<file path="config.mk">
export PLATFORM = sky130hd
export DESIGN_NAME = alarm_sequencer
export DESIGN_NICKNAME = d
export VERILOG_FILES = /design/src/rtl/alarm_sequencer.sv
export SDC_FILE = /design/constraint.sdc
export NUM_CORES = 1
export LEC_CHECK = 0
export BUFFER_PORTS_ARGS = -buffer_cell sky130_fd_sc_hd__buf_2
export CORE_ASPECT_RATIO = 1.4
export CORE_MARGIN = 8
export CORE_UTILIZATION = 56
export DETAILED_ROUTE_END_ITERATION = 16
export PLACE_DENSITY = 0.85
export SETUP_SLACK_MARGIN = 0.4
export SYNTH_ARGS = -nofsm -noshare
export SYNTH_HDL_FRONTEND = slang
export SYNTH_SLANG_ARGS = --single-unit
</file>
<file path="constraint.sdc">
create_clock -name clk -period 2.4 [get_ports clk]
set_input_delay 0.48 -clock clk [delete_from_list [all_inputs] [get_ports clk]]
set_output_delay 0.48 -clock clk [all_outputs]
set_load 0.01 [all_outputs]
</file>
<file path="src/rtl/alarm_sequencer.sv">
// Alarm buzzer sequencer: ring / snooze / timeout / lockout phases for the digital clock.
// Optional escalation to a continuous tone is enabled by defining ALARM_ESCALATE_EN.
module alarm_sequencer #(
  parameter int RING_TIMEOUT_S = 60,
  parameter int SNOOZE_S       = 300,
  parameter int MAX_SNOOZES    = 3,
  parameter int ESCALATE_S     = 30
) (
  input  logic       clk,
  input  logic       rst,
  input  logic       tick_1hz,
  input  logic [4:0] cur_hour,
  input  logic [5:0] cur_min,
  input  logic [5:0] cur_sec,
  input  logic [4:0] alarm_hour,
  input  logic [5:0] alarm_min,
  input  logic       alarm_en,
  input  logic       setting_active,
  input  logic       stop_btn,
  input  logic       snooze_btn,
  output logic       ringing,
  output logic       snoozing,
  output logic       buzzer_out,
  output logic [3:0] snooze_used
);

  typedef enum logic [1:0] {IDLE, RINGING, SNOOZE, LOCKOUT} state_t;

  localparam logic [15:0] RING_LAST   = 16'(RING_TIMEOUT_S - 1);
  localparam logic [15:0] SNOOZE_LAST = 16'(SNOOZE_S - 1);
  localparam logic [15:0] ESC_LEVEL   = 16'(ESCALATE_S);
  localparam logic [3:0]  MAX_USED    = 4'(MAX_SNOOZES);
`ifdef ALARM_ESCALATE_EN
  localparam bit ESCALATE_ON = 1'b1;
`else
  localparam bit ESCALATE_ON = 1'b0;
`endif

  state_t      state_reg, state_next;
  logic [15:0] ring_timer_reg, ring_timer_next;
  logic [15:0] snooze_timer_reg, snooze_timer_next;
  logic [3:0]  snooze_used_reg, snooze_used_next;
  logic        beep_phase_reg, beep_phase_next;

  logic match;
  logic trigger;

  assign match   = (cur_hour == alarm_hour) && (cur_min == alarm_min);
  assign trigger = !setting_active && match && (cur_sec == 6'd0);

  always_ff @(posedge clk or posedge rst) begin
    if (rst) begin
      state_reg        <= IDLE;
      ring_timer_reg   <= 16'd0;
      snooze_timer_reg <= 16'd0;
      snooze_used_reg  <= 4'd0;
      beep_phase_reg   <= 1'b0;
    end else begin
      state_reg        <= state_next;
      ring_timer_reg   <= ring_timer_next;
      snooze_timer_reg <= snooze_timer_next;
      snooze_used_reg  <= snooze_used_next;
      beep_phase_reg   <= beep_phase_next;
    end
  end

  always_comb begin
    state_next        = state_reg;
    ring_timer_next   = ring_timer_reg;
    snooze_timer_next = snooze_timer_reg;
    snooze_used_next  = snooze_used_reg;
    beep_phase_next   = beep_phase_reg;

    if (!alarm_en) begin
      // Disarming overrides every other event and wipes the per-event history.
      state_next        = IDLE;
      ring_timer_next   = 16'd0;
      snooze_timer_next = 16'd0;
      snooze_used_next  = 4'd0;
      beep_phase_next   = 1'b0;
    end else begin
      case (state_reg)
        IDLE: begin
          if (trigger) begin
            state_next      = RINGING;
            ring_timer_next = 16'd0;
            beep_phase_next = 1'b1;
          end
        end
        RINGING: begin
          // Buttons take priority; a tick in the same cycle is dropped.
          if (stop_btn) begin
            state_next       = LOCKOUT;
            snooze_used_next = 4'd0;
          end else if (snooze_btn && (snooze_used_reg < MAX_USED)) begin
            state_next        = SNOOZE;
            snooze_used_next  = snooze_used_reg + 4'd1;
            snooze_timer_next = 16'd0;
          end else if (tick_1hz) begin
            ring_timer_next = ring_timer_reg + 16'd1;
            beep_phase_next = !beep_phase_reg;
            if (ring_timer_reg == RING_LAST) begin
              state_next       = LOCKOUT;
              snooze_used_next = 4'd0;
            end
          end
        end
        SNOOZE: begin
          if (stop_btn) begin
            state_next       = LOCKOUT;
            snooze_used_next = 4'd0;
          end else if (tick_1hz) begin
            snooze_timer_next = snooze_timer_reg + 16'd1;
            if (snooze_timer_reg == SNOOZE_LAST) begin
              state_next      = RINGING;
              ring_timer_next = 16'd0;
              beep_phase_next = 1'b1;
            end
          end
        end
        LOCKOUT: begin
          // Hold off until the alarm minute has passed so it cannot re-trigger.
          if (!match) state_next = IDLE;
        end
        default: state_next = IDLE;
      endcase
    end
  end

  assign ringing     = (state_reg == RINGING);
  assign snoozing    = (state_reg == SNOOZE);
  assign snooze_used = snooze_used_reg;
  assign buzzer_out  = ringing &&
                       (beep_phase_reg || (ESCALATE_ON && (ring_timer_reg >= ESC_LEVEL)));

endmodule
</file>
==> results.toml <==
[placement]
place_congestion = 0.817
hpwl_um = 4440
place_inst = 356
place_area_um2 = 2790
numPortBuffers = 41

[clock_network]
path_clk_slew_ns = 0.08
clockRootBuffer = "clkbuf_8"
clock_path_buffers = 2
cts_tree = "done"
ctsHoldBuffers = 0
numCtsBuffers = 5
cts_sinks = 39
h-tree-depth = 2
clk_latency_ns = 0.29

[run_status]
outcome = "finished, final reports clean"

[grt]
grt_pass1_vias = 2186
grt_max_degree = 40
grt_util_all_layers = 0.179
grt_pass1_wl_um = 9880
antenna_found_initial = 0
globalRouteOverflowTotal = 0

[timing]
setup_tns_ns = 0
fin_worst_skew_ns = 0.0117
finalCritPeriodShare = 0.852
whs_ns = 0.289
fmax_mhz = 489
relSlewSlack = 0.589
finalSetupViolations = 0
finalMaxSlewViolations = 0
worst_pin_slew_ns = 0.616
period_needed_ns = 2.05
hold_viol = 0
rsz0062_at_grt = "yes"

[worst_setup_path]
arrival_ns = 2.23
worstSetupPathType = "reg -> reg"
path_max_fanout = 12
worst_ep_required_time_ns = 2.58
reg2reg_depth = 8
worst_setup_path_end_kind = "register"
startpoint_type = "register"

[layout]
fin_cells = 370
synthToLayoutAreaGrowth_pct = 24.6
n_antenna_cell = 0
n_fill_cell = 310
nets = 347
drive_above_1_share = 0.323
multi_input_area_um2 = 1600
ff_latch_area_um2 = 980
fin_area_um2 = 3100
final_util = 0.731

[floorplan]
die_y_um = 94.8
core_um2 = 4240
rows = 28
die-area_um2 = 6860
fp.dieW_um = 72.3
top_level_ports = 42
start_util = 0.586

[detailed_routing]
drc = 0
drtAntennaViolNets = 0
wl_per_cell_um = 17.2
routed-via-count = 2214
avgViaCountPerCell = 5.98
drtIter0Drc = 149
routed_wl_um = 6350
firstDrtPassIters = 5

[yosys]
synth_warnings = 0
yosysSeqAreaShare = 0.393
syn_avg_cell_area_um2 = 9.63
synth_nets = 296
synth-seq-cells = 39
synth_cells = 258
synth_cell_types = 53
netlist_area_um2 = 2480

[job]
cap_violations = 0

[worst_hold_path]
min_path_type = "in -> async"

[pwr]
power_density_nw_per_um2 = 408
peakVddDrop_mv = 0.307
p_leak_nw = 1.28
==> cells in the mapped netlist (all sizes together) <==
library cell,count,share of area
inv,2,0.0030
mux2i,1,0.0040
ha,3,0.015
o21ai,16,0.032
a21boi,1,0.0030
or4,3,0.0091
a2bb2oi,2,0.0096
and4b,1,0.0040
a221oi,1,0.0035
nor2b,2,0.0050
o21a,3,0.0091
a21o,2,0.0060
nor3,12,0.029
a211o,1,0.0035
xnor2,22,0.078
o41ai,2,0.0071
o22ai,2,0.0050
nor4b,7,0.036
nand3,11,0.022
nand3b,2,0.011
buf,7,0.021
dfrtp,39,0.39
and3,1,0.0025
nor2,32,0.050
or3,2,0.0050
a2111oi,1,0.0060
and2,5,0.013
a21oi,9,0.021
clkbuf,3,0.0045
nand2,27,0.041
nor4,3,0.010
and2b,1,0.0030
a41oi,1,0.0035
a31oi,12,0.073
nand4,7,0.018
or4b,2,0.0096
o31ai,3,0.0091
a22oi,1,0.0030
nand4b,1,0.0035
nor3b,2,0.0060
and4,3,0.011
==> where the power goes <==
| group | leakage [nW] | internal [W] | total [W] | switching (W) |
|---|---|---|---|---|
| logic | 0.697 | 0.0000612 | 0.000134 | 0.0000732 |
| clock network | 0.0484 | 0.000236 | 0.000470 | 0.000234 |
| registers | 0.538 | 0.000659 | 0.000661 | 0.00000156 |
==> kinds of logic (layout without fill, tap and decap cells) <==
| group | after synthesis | count (layout) | synth area share |
|---|---|---|---|
| simple gates | 124 | 124 | 0.288 |
| mux | 1 | 1 | 0.00403 |
| buf+inv | 12 | 64 | 0.0287 |
| fa+ha+maj | 3 | 3 | 0.0151 |
| compound gates | 57 | 57 | 0.194 |
| xor+xnor | 22 | 22 | 0.0775 |
| flops | 39 | 39 | 0.393 |
==> routing by layer <==
| layer | up-vias | GRT usage | part of all wire |
|---|---|---|---|
| met5 | - | 0 | 0 |
| met4 | 0 | 0.0718 | 0.019 |
| met3 | 12 | 0.0382 | 0.036 |
| met2 | 61 | 0.335 | 0.57 |
| met1 | 1094 | 0.189 | 0.37 |
| li1 | 1047 | - | - |
==> stage by stage <==
stage	total power, W	setup slack (ns)
6_report	0.00126	0.355
5_1_grt	0.00131	0.283
4_1_cts	0.00126	0.373
3_5_place_dp	0.000794	0.162
3_3_place_gp	0.000792	0.169
2_1_floorplan	0.000743	0.424
==> cell usage in the layout (no fill, tap or decap), drive strengths merged, types with 3 or more instances in the layout <==
| cell | n |
|---|---|
| buf | 53 |
| dfrtp | 39 |
| nor2 | 32 |
| nand2 | 27 |
| xnor2 | 22 |
| o21ai | 16 |
| a31oi | 12 |
| nor3 | 12 |
| nand3 | 11 |
| a21oi | 9 |
| clkbuf | 8 |
| nand4 | 7 |
| nor4b | 7 |
| and2 | 5 |
| o21a | 3 |
| and4 | 3 |
| o31ai | 3 |
| or4 | 3 |
| ha | 3 |
| nor4 | 3 |
==> worst max-delay path: stages (launching register included) <==
cell	delay (ns)
dfrtp_1	0.39
ha_2	0.21
nor4b_4	0.27
a22oi_1	0.12
o21a_1	0.21
buf_4	0.21
nor4b_4	0.30
xnor2_1	0.16
nor2_1	0.06
==> path summary, 6_finish.rpt <==
path | slack (ns) | start | endpoint
min in group clk | 0.53 | snooze_timer_reg[13] | snooze_timer_reg[13]
setup reg to reg | 0.35 | snooze_used[0] | snooze_timer_reg[6]
max in group asynchronous | 1.72 | rst | state_reg[0]
hold / removal | 0.29 | rst | snooze_timer_reg[9]
hold reg to reg | 0.53 | snooze_timer_reg[13] | snooze_timer_reg[13]
setup / recovery | 0.35 | snooze_used[0] | snooze_timer_reg[6]
==> timing repair <==
item | in CTS | in global routing
setup endpoints to repair | 31 | 35
resized for setup | 5 | 23
gates cloned | 0 | 1
buffers inserted | 3 | 2
pin swaps | 1 | 8
endpoints found under the hold margin | 0 | 0
==> final cells by class <==
class | count | area share
flip-flops and latches | 39 | 0.316
multi-input cells | 207 | 0.518
clock buffers | 7 | 0.0279
repair buffers | 54 | 0.109
inverters | 2 | 0.00242
well taps | 60 | 0.0242
clock inverters | 1 | 0.00283
Power figures use the tool's default switching activity.
